$ cat src/rtl/dbf_line_sequencer_if.sv
// Channel-side bus of the DBF line sequencer.
// Carries the streamed config handshake (cfg_valid/cfg_data/cfg_ready) and
// the shared nets fanned out to every dbf_chNN instance (lut_wdata,
// dbf_lut_addr, dbf_lut_we, tx_en, start).
//   master : sequencer side (accepts config, drives channel nets)
//   slave  : config source / channel side
`timescale 1ns/1ps
interface dbf_line_sequencer_if #(
  parameter int ADDR_WD = 8,
  parameter int DATA_WD = 16
);
  logic               cfg_valid;
  logic [DATA_WD-1:0] cfg_data;
  logic               cfg_ready;
  logic [DATA_WD-1:0] lut_wdata;
  logic [ADDR_WD-1:0] dbf_lut_addr;
  logic               dbf_lut_we;
  logic               tx_en;
  logic               start;

  modport master (
    input  cfg_valid, cfg_data,
    output cfg_ready, lut_wdata, dbf_lut_addr, dbf_lut_we, tx_en, start
  );

  modport slave (
    output cfg_valid, cfg_data,
    input  cfg_ready, lut_wdata, dbf_lut_addr, dbf_lut_we, tx_en, start
  );
endinterface

$ cat src/rtl/dbf_line_sequencer.sv
// Per-scan-line controller for the DBF channel array.
// On line_req it optionally loads NUM_ZONES LUT words from the config stream,
// opens the TX window for TX_LEN cycles, idles DEAD_LEN cycles, then opens the
// receive window for RX_LEN cycles while stepping the LUT zone address with
// depth. Every output is registered.
// Ports:
//   clk          system clock
//   rst_n        asynchronous reset, ACTIVE-HIGH (1 = reset)
//   line_req     pulse, starts a line (only honoured in IDLE)
//   cfg_load     sampled with line_req, 1 = load the LUTs first
//   abort        level, terminates the current line
//   bus          channel/config bus (master modport)
//   line_busy    high whenever not IDLE
//   line_done    1-cycle pulse at normal completion
//   line_aborted 1-cycle pulse when abort ended a line
//   line_cnt     completed-line counter, wraps at 16 bits
`timescale 1ns/1ps
module dbf_line_sequencer #(
  parameter int ADDR_WD   = 8,
  parameter int DATA_WD   = 16,
  parameter int NUM_ZONES = 256,
  parameter int ZONE_SH   = 4,
  parameter int TX_LEN    = 16,
  parameter int DEAD_LEN  = 64,
  parameter int RX_LEN    = 4096
) (
  input  logic                 clk,
  input  logic                 rst_n,
  input  logic                 line_req,
  input  logic                 cfg_load,
  input  logic                 abort,
  dbf_line_sequencer_if.master bus,
  output logic                 line_busy,
  output logic                 line_done,
  output logic                 line_aborted,
  output logic [15:0]          line_cnt
);

  // One shared counter serves every phase, so size it for the longest one.
  localparam int MAX_A   = (NUM_ZONES > TX_LEN) ? NUM_ZONES : TX_LEN;
  localparam int MAX_B   = (DEAD_LEN > RX_LEN) ? DEAD_LEN : RX_LEN;
  localparam int MAX_LEN = (MAX_A > MAX_B) ? MAX_A : MAX_B;
  localparam int CNT_WD  = $clog2(MAX_LEN + 1);

  localparam logic [CNT_WD-1:0] TX_LAST   = CNT_WD'(TX_LEN - 1);
  localparam logic [CNT_WD-1:0] DEAD_LAST = CNT_WD'(DEAD_LEN - 1);
  localparam logic [CNT_WD-1:0] RX_LAST   = CNT_WD'(RX_LEN - 1);
  localparam logic [CNT_WD-1:0] WORDS     = CNT_WD'(NUM_ZONES);
  localparam logic [CNT_WD-1:0] ZONE_LAST = CNT_WD'(NUM_ZONES - 1);

  typedef enum logic [2:0] {
    S_IDLE,
    S_LOAD,
    S_TX,
    S_DEAD,
    S_RX,
    S_DONE
  } state_t;

  state_t state, state_n;

  logic [CNT_WD-1:0]  cnt, cnt_n;
  logic               cfg_ready_q, cfg_ready_n;
  logic [DATA_WD-1:0] wdata_q, wdata_n;
  logic [ADDR_WD-1:0] addr_q, addr_n;
  logic               we_q, we_n;
  logic               tx_q, tx_n;
  logic               start_q, start_n;
  logic               busy_n, done_n, aborted_n;
  logic [15:0]        line_cnt_n;

  logic               accept;
  logic [CNT_WD-1:0]  s_next;
  logic [CNT_WD-1:0]  zone;
  logic [ADDR_WD-1:0] zone_addr;

  assign accept = bus.cfg_valid & cfg_ready_q;

  // Address for the sample that follows the current one, saturated at the
  // last zone so an RX window longer than NUM_ZONES zones holds the final entry.
  assign s_next    = cnt + CNT_WD'(1);
  assign zone      = s_next >> ZONE_SH;
  assign zone_addr = (zone > ZONE_LAST) ? ADDR_WD'(ZONE_LAST) : ADDR_WD'(zone);

  always_comb begin
    state_n    = state;
    cnt_n      = cnt;
    wdata_n    = wdata_q;
    addr_n     = addr_q;
    we_n       = 1'b0;
    done_n     = 1'b0;
    aborted_n  = 1'b0;
    line_cnt_n = line_cnt;

    case (state)
      S_IDLE: begin
        if (line_req) begin
          state_n = cfg_load ? S_LOAD : S_TX;
          cnt_n   = '0;
        end
      end
      S_LOAD: begin
        // cnt == WORDS is a one-cycle tail that lets the final LUT write
        // strobe stand alone before tx_en rises.
        if (cnt == WORDS) begin
          state_n = S_TX;
          cnt_n   = '0;
          addr_n  = '0;
        end else if (accept) begin
          wdata_n = bus.cfg_data;
          addr_n  = ADDR_WD'(cnt);
          we_n    = 1'b1;
          cnt_n   = cnt + CNT_WD'(1);
        end
      end
      S_TX: begin
        if (cnt == TX_LAST) begin
          state_n = S_DEAD;
          cnt_n   = '0;
        end else begin
          cnt_n = cnt + CNT_WD'(1);
        end
      end
      S_DEAD: begin
        if (cnt == DEAD_LAST) begin
          state_n = S_RX;
          cnt_n   = '0;
          addr_n  = '0;
        end else begin
          cnt_n = cnt + CNT_WD'(1);
        end
      end
      S_RX: begin
        if (cnt == RX_LAST) begin
          state_n    = S_DONE;
          cnt_n      = '0;
          addr_n     = '0;
          done_n     = 1'b1;
          line_cnt_n = line_cnt + 16'd1;
        end else begin
          cnt_n  = s_next;
          addr_n = zone_addr;
        end
      end
      S_DONE: begin
        state_n = S_IDLE;
      end
      default: begin
        state_n = S_IDLE;
        cnt_n   = '0;
      end
    endcase

    if (abort && (state != S_IDLE)) begin
      state_n    = S_IDLE;
      cnt_n      = '0;
      addr_n     = '0;
      we_n       = 1'b0;
      done_n     = 1'b0;
      aborted_n  = 1'b1;
      line_cnt_n = line_cnt;
    end

    // Windows and handshake are registered images of the state being entered.
    tx_n        = (state_n == S_TX);
    start_n     = (state_n == S_RX);
    busy_n      = (state_n != S_IDLE);
    cfg_ready_n = (state_n == S_LOAD) && (cnt_n != WORDS);
  end

  always_ff @(posedge clk or posedge rst_n) begin
    if (rst_n) begin
      state        <= S_IDLE;
      cnt          <= '0;
      cfg_ready_q  <= 1'b0;
      wdata_q      <= '0;
      addr_q       <= '0;
      we_q         <= 1'b0;
      tx_q         <= 1'b0;
      start_q      <= 1'b0;
      line_busy    <= 1'b0;
      line_done    <= 1'b0;
      line_aborted <= 1'b0;
      line_cnt     <= '0;
    end else begin
      state        <= state_n;
      cnt          <= cnt_n;
      cfg_ready_q  <= cfg_ready_n;
      wdata_q      <= wdata_n;
      addr_q       <= addr_n;
      we_q         <= we_n;
      tx_q         <= tx_n;
      start_q      <= start_n;
      line_busy    <= busy_n;
      line_done    <= done_n;
      line_aborted <= aborted_n;
      line_cnt     <= line_cnt_n;
    end
  end

  assign bus.cfg_ready    = cfg_ready_q;
  assign bus.lut_wdata    = wdata_q;
  assign bus.dbf_lut_addr = addr_q;
  assign bus.dbf_lut_we   = we_q;
  assign bus.tx_en        = tx_q;
  assign bus.start        = start_q;

endmodule

$ cat src/flat_wrapper.sv
// flat-port wrapper written by rule: the top's interface ports become plain ports
module dbf_line_sequencer_flat 
#(
  parameter int ADDR_WD   = 8,
  parameter int DATA_WD   = 16,
  parameter int NUM_ZONES = 256,
  parameter int ZONE_SH   = 4,
  parameter int TX_LEN    = 16,
  parameter int DEAD_LEN  = 64,
  parameter int RX_LEN    = 4096
)
  (clk, rst_n, line_req, cfg_load, abort, line_busy, line_done, line_aborted, line_cnt, bus_cfg_valid, bus_cfg_data, bus_cfg_ready, bus_lut_wdata, bus_dbf_lut_addr, bus_dbf_lut_we, bus_tx_en, bus_start);
  dbf_line_sequencer_if #(.ADDR_WD(ADDR_WD), .DATA_WD(DATA_WD)) bus_i ();
  input  logic clk;
  input  logic rst_n;
  input  logic line_req;
  input  logic cfg_load;
  input  logic abort;
  output logic line_busy;
  output logic line_done;
  output logic line_aborted;
  output logic [15:0] line_cnt;
  input wire logic [$bits(bus_i.cfg_valid)-1:0] bus_cfg_valid;
  input wire logic [$bits(bus_i.cfg_data)-1:0] bus_cfg_data;
  output wire logic [$bits(bus_i.cfg_ready)-1:0] bus_cfg_ready;
  output wire logic [$bits(bus_i.lut_wdata)-1:0] bus_lut_wdata;
  output wire logic [$bits(bus_i.dbf_lut_addr)-1:0] bus_dbf_lut_addr;
  output wire logic [$bits(bus_i.dbf_lut_we)-1:0] bus_dbf_lut_we;
  output wire logic [$bits(bus_i.tx_en)-1:0] bus_tx_en;
  output wire logic [$bits(bus_i.start)-1:0] bus_start;
  assign bus_i.cfg_valid = bus_cfg_valid;
  assign bus_i.cfg_data = bus_cfg_data;
  assign bus_cfg_ready = bus_i.cfg_ready;
  assign bus_lut_wdata = bus_i.lut_wdata;
  assign bus_dbf_lut_addr = bus_i.dbf_lut_addr;
  assign bus_dbf_lut_we = bus_i.dbf_lut_we;
  assign bus_tx_en = bus_i.tx_en;
  assign bus_start = bus_i.start;
  dbf_line_sequencer #(.ADDR_WD(ADDR_WD), .DATA_WD(DATA_WD), .NUM_ZONES(NUM_ZONES), .ZONE_SH(ZONE_SH), .TX_LEN(TX_LEN), .DEAD_LEN(DEAD_LEN), .RX_LEN(RX_LEN)) u_core (.clk(clk), .rst_n(rst_n), .line_req(line_req), .cfg_load(cfg_load), .abort(abort), .bus(bus_i), .line_busy(line_busy), .line_done(line_done), .line_aborted(line_aborted), .line_cnt(line_cnt));
endmodule
$ cat config.mk
export PLATFORM = sky130hd
export DESIGN_NAME = dbf_line_sequencer_flat
export DESIGN_NICKNAME = d
export VERILOG_FILES = /design/src/rtl/dbf_line_sequencer_if.sv /design/src/rtl/dbf_line_sequencer.sv /design/src/flat_wrapper.sv
export SDC_FILE = /design/constraint.sdc
export NUM_CORES = 1
export LEC_CHECK = 0
export CAP_MARGIN = 20
export CORE_MARGIN = 3
export CORE_UTILIZATION = 40
export DETAILED_ROUTE_END_ITERATION = 7
export PLACE_DENSITY = 0.66
export SYNTH_ARGS = -nofsm -noshare
export SYNTH_HDL_FRONTEND = slang
export SYNTH_SLANG_ARGS = --single-unit
$ cat constraint.sdc
create_clock -name clk -period 2.87 [get_ports clk]
set_input_delay 0.287 -clock clk [delete_from_list [all_inputs] [get_ports clk]]
set_output_delay 0.287 -clock clk [all_outputs]
set_load 0.1 [all_outputs]
# [After elaboration in Yosys (flattened, before gate mapping)]
# Cells that the tools add are included.
[totals] ff_bits=63 input_bits=22 out_inout_bits=47 elab_cells=73
[classes] addsub=2 magnitude_cmp=1 n_eq_ne=15 n_mux=31 bitwise_logic=3 reduce_logical=9
[ops] operator="$mux 13" n=7
[ops] operator="$pmux 13 s6" n=1
[ops] operator="$mux 8" n=6
[ops] operator="$pmux 8 s3" n=1
[ops] operator="$mux 3" n=6
[ops] operator="$add 16x1->16 const B" n=1
[ops] operator="$pmux 3 s5" n=1
[ops] operator="$add 13x1->13 const B" n=1
[ops] operator="$eq 13x12->1 const B" n=1
[ops] operator="$eq 13x4->1 const B" n=1
[ops] operator="$eq 13x6->1 const B" n=1
[ops] operator="$eq 13x9->1 const B" n=1
[ops] operator="$ne 13x9->1 const B" n=1
[ops] operator="$eq 3x2->1 const B" n=3
[ops] operator="$eq 3x3->1 const B" n=3
[ops] operator="$gt 9x8->1 const B" n=1
[ops] operator="$reduce_and 3->1" n=3
[ops] operator="$mux 1" n=8
[ops] operator="$eq 3x1->1 const B" n=2
[ops] operator="$reduce_bool 3->1" n=2
[ops] operator="$ne 4x1->1 const B" n=1
[ops] operator="$reduce_bool 4->1" n=1
[ops] operator="$logic_not 3->1" n=1
[ops] operator="$ne 3x1->1 const B" n=1
[ops] operator="other kinds (4)" n=6

# [Longest topological paths before layout]
[depth] ltp_word=7 depth_mapped=10

# [Worst setup path before layout]
# No wires, ideal clock.
[synth_timing] path_kind="register to register" start="reg u_core.cfg_ready_q, in the netlist u_core.bus.cfg_ready" end="reg u_core.cfg_ready_q, in the netlist u_core.bus.cfg_ready" setup_ps=138 arrival_time_ps=2290 t_required_ps=2732 slack_ps=442 path_stages_with_launch=7 period_less_slack_ps=2428 path_cell_list="dfrtp_1 -> nand2_1 -> a31oi_2 -> nor2_1 -> a31o_1 -> a2111oi_2 -> a31oi_1"
[synth_between] elab_chain_len=7
[synth_lines] item="from (decl)" line="dbf_line_sequencer.sv:63" text="logic cfg_ready_q, cfg_ready_n;"
[synth_lines] item="from (signal assigned)" line="dbf_line_sequencer.sv:188" text="cfg_ready_q <= cfg_ready_n;"
[synth_lines] item="$and 1x1->1" line="dbf_line_sequencer.sv:77" text="assign accept = bus.cfg_valid & cfg_ready_q;"
[synth_lines] item="$mux 13" line="dbf_line_sequencer.sv:109" text="end else if (accept) begin"
[synth_lines] item="$mux 13" line="dbf_line_sequencer.sv:105" text="if (cnt == WORDS) begin"
[synth_lines] item="$pmux 13 s6" line="dbf_line_sequencer.sv:95" text="case (state)"
[synth_lines] item="$mux 13" line="dbf_line_sequencer.sv:154" text="if (abort && (state != S_IDLE)) begin"
[synth_lines] item="$ne 13x9->1" line="dbf_line_sequencer.sv:168" text="cfg_ready_n = (state_n == S_LOAD) && (cnt_n != WORDS);"
[synth_lines] item="$logic_and 1x1->1" line="dbf_line_sequencer.sv:168"
[synth_lines] item="via u_core.cfg_ready_n" line="dbf_line_sequencer.sv:63"
# The timed path passes the listed nets, and every way through them passes these cells.
# A chain may end at the register's enable or synchronous reset.

# [Worst setup path after layout]
[layout_timing] start="reg u_core.cnt[0]" end="reg u_core.cfg_ready_q, in the netlist u_core.bus.cfg_ready"
[layout_between] elab_chain_len=7 word_cells_on_any_way=22 classes_between="add/sub (1); eq/ne (6); mux (14); reduce/logical (1)"
[layout_lines] item="from (decl)" line="dbf_line_sequencer.sv:62" text="logic [CNT_WD-1:0] cnt, cnt_n;"
[layout_lines] item="from (signal assigned)" line="dbf_line_sequencer.sv:187" text="cnt <= cnt_n;"
[layout_lines] item="$add 13x1->13"
[layout_lines] item="$mux 13" line="dbf_line_sequencer.sv:109"
[layout_lines] item="$mux 13" line="dbf_line_sequencer.sv:105"
[layout_lines] item="$pmux 13 s6" line="dbf_line_sequencer.sv:95"
[layout_lines] item="$mux 13" line="dbf_line_sequencer.sv:154"
[layout_lines] item="$ne 13x9->1" line="dbf_line_sequencer.sv:168"
[layout_lines] item="$logic_and 1x1->1 *" line="dbf_line_sequencer.sv:168"
[layout_lines] item="via u_core.cfg_ready_n" line="dbf_line_sequencer.sv:63"
# The timed path passes the listed nets; every way through them passes the cells marked *.

==> out/metrics.yaml <==
synth_area_per_cell_sq_um: 9.418
io_pins: 69
finalMaxSlewViolations: 0
syn-cell-area_sq_mm: 0.003588
worstSetupEndpointType: "flip-flop"
wl_per_cell_um: 16.79
dieHeight_um: 100.7
drv_cap: 0
clk_latency_ns: 0.35
synth_edf_count: 0
powerDensity_mw_per_mm2: 909.3
comb_power_share_pct: 53.3
clkPwrFrac_pct: 16.5
tns_ns: 0
finalWirelength_um: 9472
finalCritPeriodShare_pct: 95.78
cts-htree-levels: 3
p_total_mw: 4.017
vdd_drop_max_mv: 0.5385
slew_headroom_pct: 53.72
firstDrtPassIters: 4
grt_max_degree: 35
numCtsBuffers: 9
p_int_mw: 1.918
r2r-end: "u_core.bus.cfg_ready$_DFF_PP0_"
drt_iter0_drc: 246
min-delay-path-class: "in2async"
critPathKind: "reg2reg"
rows: 33
ys_seq_area_share_pct: 43.93
swShare_pct: 52.27
drive_gt1_share_pct: 23.09
stdcell_area_sq_mm: 0.004418
layout_common_cells: "76 x nand2_1, 63 x dfrtp_1, 62 x buf_4"
placed_cell_area_sq_mm: 0.004247
num_vias: 3114
drc_errors: 0
die_area_sq_mm: 0.01014
finalSetupViolCount: 0
syn_inst: 381
ant_nets: 0
die_w_um: 100.7
root_buffer: "clkbuf_8"
skew_ns: 0.01009
synth_flop_cell: "dfrtp_1"
overflow: 0
cts_buffer_depth: 2
whs_ns: 0.3411
cts_tree: "built"
crit_required_ns: 3.08
fillCellCount: 803
initial_core_util_pct: 42.39
synth_seq_cells: 63
syn_nets: 406
cp.arrival_ns: 2.96
cp-start-kind: "flip-flop"
grt_pass1_vias: 3072
layout.nets: 480
rsz0062_at_grt: "no"
min_period_ns: 2.749
cts.sinks: 63
status: "finished clean"
yosysWarnings: 0
tightestPinTransition_ns: 0.6942
max_freq_mhz: 363.8
rr_startpoint: "u_core.cnt[0]$_DFF_PP0_"
p_switching_mw: 2.100
p_seq_share_pct: 30.2
gp_congestion: 0.9365
path_max_fanout: 9
grt_pass1_wl_um: 15810
core-area_sq_mm: 0.008464
final_common_cell: "nand2_1"
n_antenna_cell: 0
portBuffers: 68
dp_hpwl_um: 7210
final_util_pct: 52.20
hold_viol_final: 0
power_leakage_nw: 1.992
ff2ff_setup_slack_ns: 0.12
avgViaCountPerCell: 5.521
synth-async-reset-ratio_pct: 100.0
clkTransAtPathRegs_ns: 0.07
ff2ff_path_depth: 8
yosysUniqueCellTypes: 69
antenna_found_initial: 0
grtUsageTotal_pct: 19.76
syn_to_final_growth_pct: 23.12
-- routing by layer --
layer | vias up | global-route usage (%) | share of wire, %
met4 | 0 | 8.187 | 1.9
met5 | - | 0 | 0
met2 | 118 | 29.52 | 45
li1 | 1501 | - | -
met1 | 1477 | 27.55 | 45
met3 | 18 | 4.498 | 7.5
-- what timing repair did --
item | 4_1_cts | 5_1_grt
resized for setup | 0 | 1
setup endpoints to repair | 0 | 1
hold endpoints to repair | 0 | 0
setup buffers | 0 | 0
hold buffers | 0 | 0
-- layout make-up --
class	instances	area, sq um	area share, %
multi-input cells	292	1832	41.46
flip-flops and latches	63	1577	35.68
repair buffers	84	695.7	15.75
clock buffers	11	141.4	3.200
well taps	105	131.4	2.974
clock inverters	4	22.52	0.5098
inverters	5	18.77	0.4248
-- power by group through the flow --
stage	clock network, mW	logic [mW]	registers (mW)
2_1_floorplan	0	0.663	2.18
3_3_place_gp	0	2.13	1.22
3_5_place_dp	0	2.13	1.23
4_1_cts	0.683	2.14	1.21
5_1_grt	0.729	2.27	1.24
6_report	0.664	2.14	1.21
-- state kept, by name, summed over array words and instances (netlist names), 3 cells and up --
signal,count
u_core.bus.dbf_lut_addr,8
u_core.state,3
u_core.line_cnt,16
u_core.cnt,13
u_core.bus.lut_wdata,16
-- stage by stage --
step	std cells	worst slack, ns
2_1_floorplan	381	0.4416
3_5_place_dp	549	0.2069
4_1_cts	564	0.1913
3_3_place_gp	549	0.2403
5_1_grt	564	0.02325
6_report	564	0.1212
-- critical path, stage by stage (launching register included) --
cell and delay, ns:
dfrtp_1 0.47, ha_1 0.31, and3_1 0.29, o2111a_1 0.19, o21ai_1 0.47, o21ai_4 0.17, o31a_1 0.34, a2111oi_2 0.23
a31oi_1 0.14
-- cell families (layout without fill, tap and decap cells) --
group                    after synthesis  count (layout)  share of synthesized area (%)
AO/OA/AOI/OAI                         93              93                          18.55
buffers and inverters                 26             104                          5.230
adder cells (fa/ha/maj)                3               3                          1.046
AND/OR/NAND/NOR                      174             174                          25.73
XOR/XNOR                              20              20                          4.882
multiplexers                           2               2                         0.6276
flip-flops                            63              63                          43.93
-- how the worst max path moves through the flow --
| stage | from | end | slack (ns) |
|---|---|---|---|
| global route | u_core.cnt[0]$_DFF_PP0_ | u_core.bus.cfg_ready$_DFF_PP0_ | 0.02 |
| global placement | u_core.cnt[0]$_DFF_PP0_ | u_core.bus.cfg_ready$_DFF_PP0_ | 0.24 |
| CTS | u_core.cnt[0]$_DFF_PP0_ | u_core.bus.cfg_ready$_DFF_PP0_ | 0.19 |
| detailed placement | u_core.cnt[0]$_DFF_PP0_ | u_core.bus.cfg_ready$_DFF_PP0_ | 0.21 |
| floorplan | u_core.bus.cfg_ready$_DFF_PP0_ | u_core.bus.cfg_ready$_DFF_PP0_ | 0.44 |
| finish | u_core.cnt[0]$_DFF_PP0_ | u_core.bus.cfg_ready$_DFF_PP0_ | 0.12 |
-- cells in the mapped netlist (4+ instances only) --
cell type  count  area, sq um
xnor2_1       13        113.9
nand4_1        6        37.54
nor2b_1        4        25.02
a21oi_1       23        115.1
buf_4          6        45.04
buf_6          4        45.04
nor2_1        17        63.81
dfrtp_1       63         1577
nand3_1       16        80.08
clkbuf_1       5        18.77
and2_1        11        68.82
o21ai_0       15        75.07
a31oi_1        6        37.54
o22ai_1        4        25.02
nand2_1       76        285.3
nand2b_1       8        50.05
inv_1          5        18.77
o2bb2ai_1      4        35.03
nor3_1         6        30.03
xor2_1         7        61.31
Power figures use the tool's default switching activity.
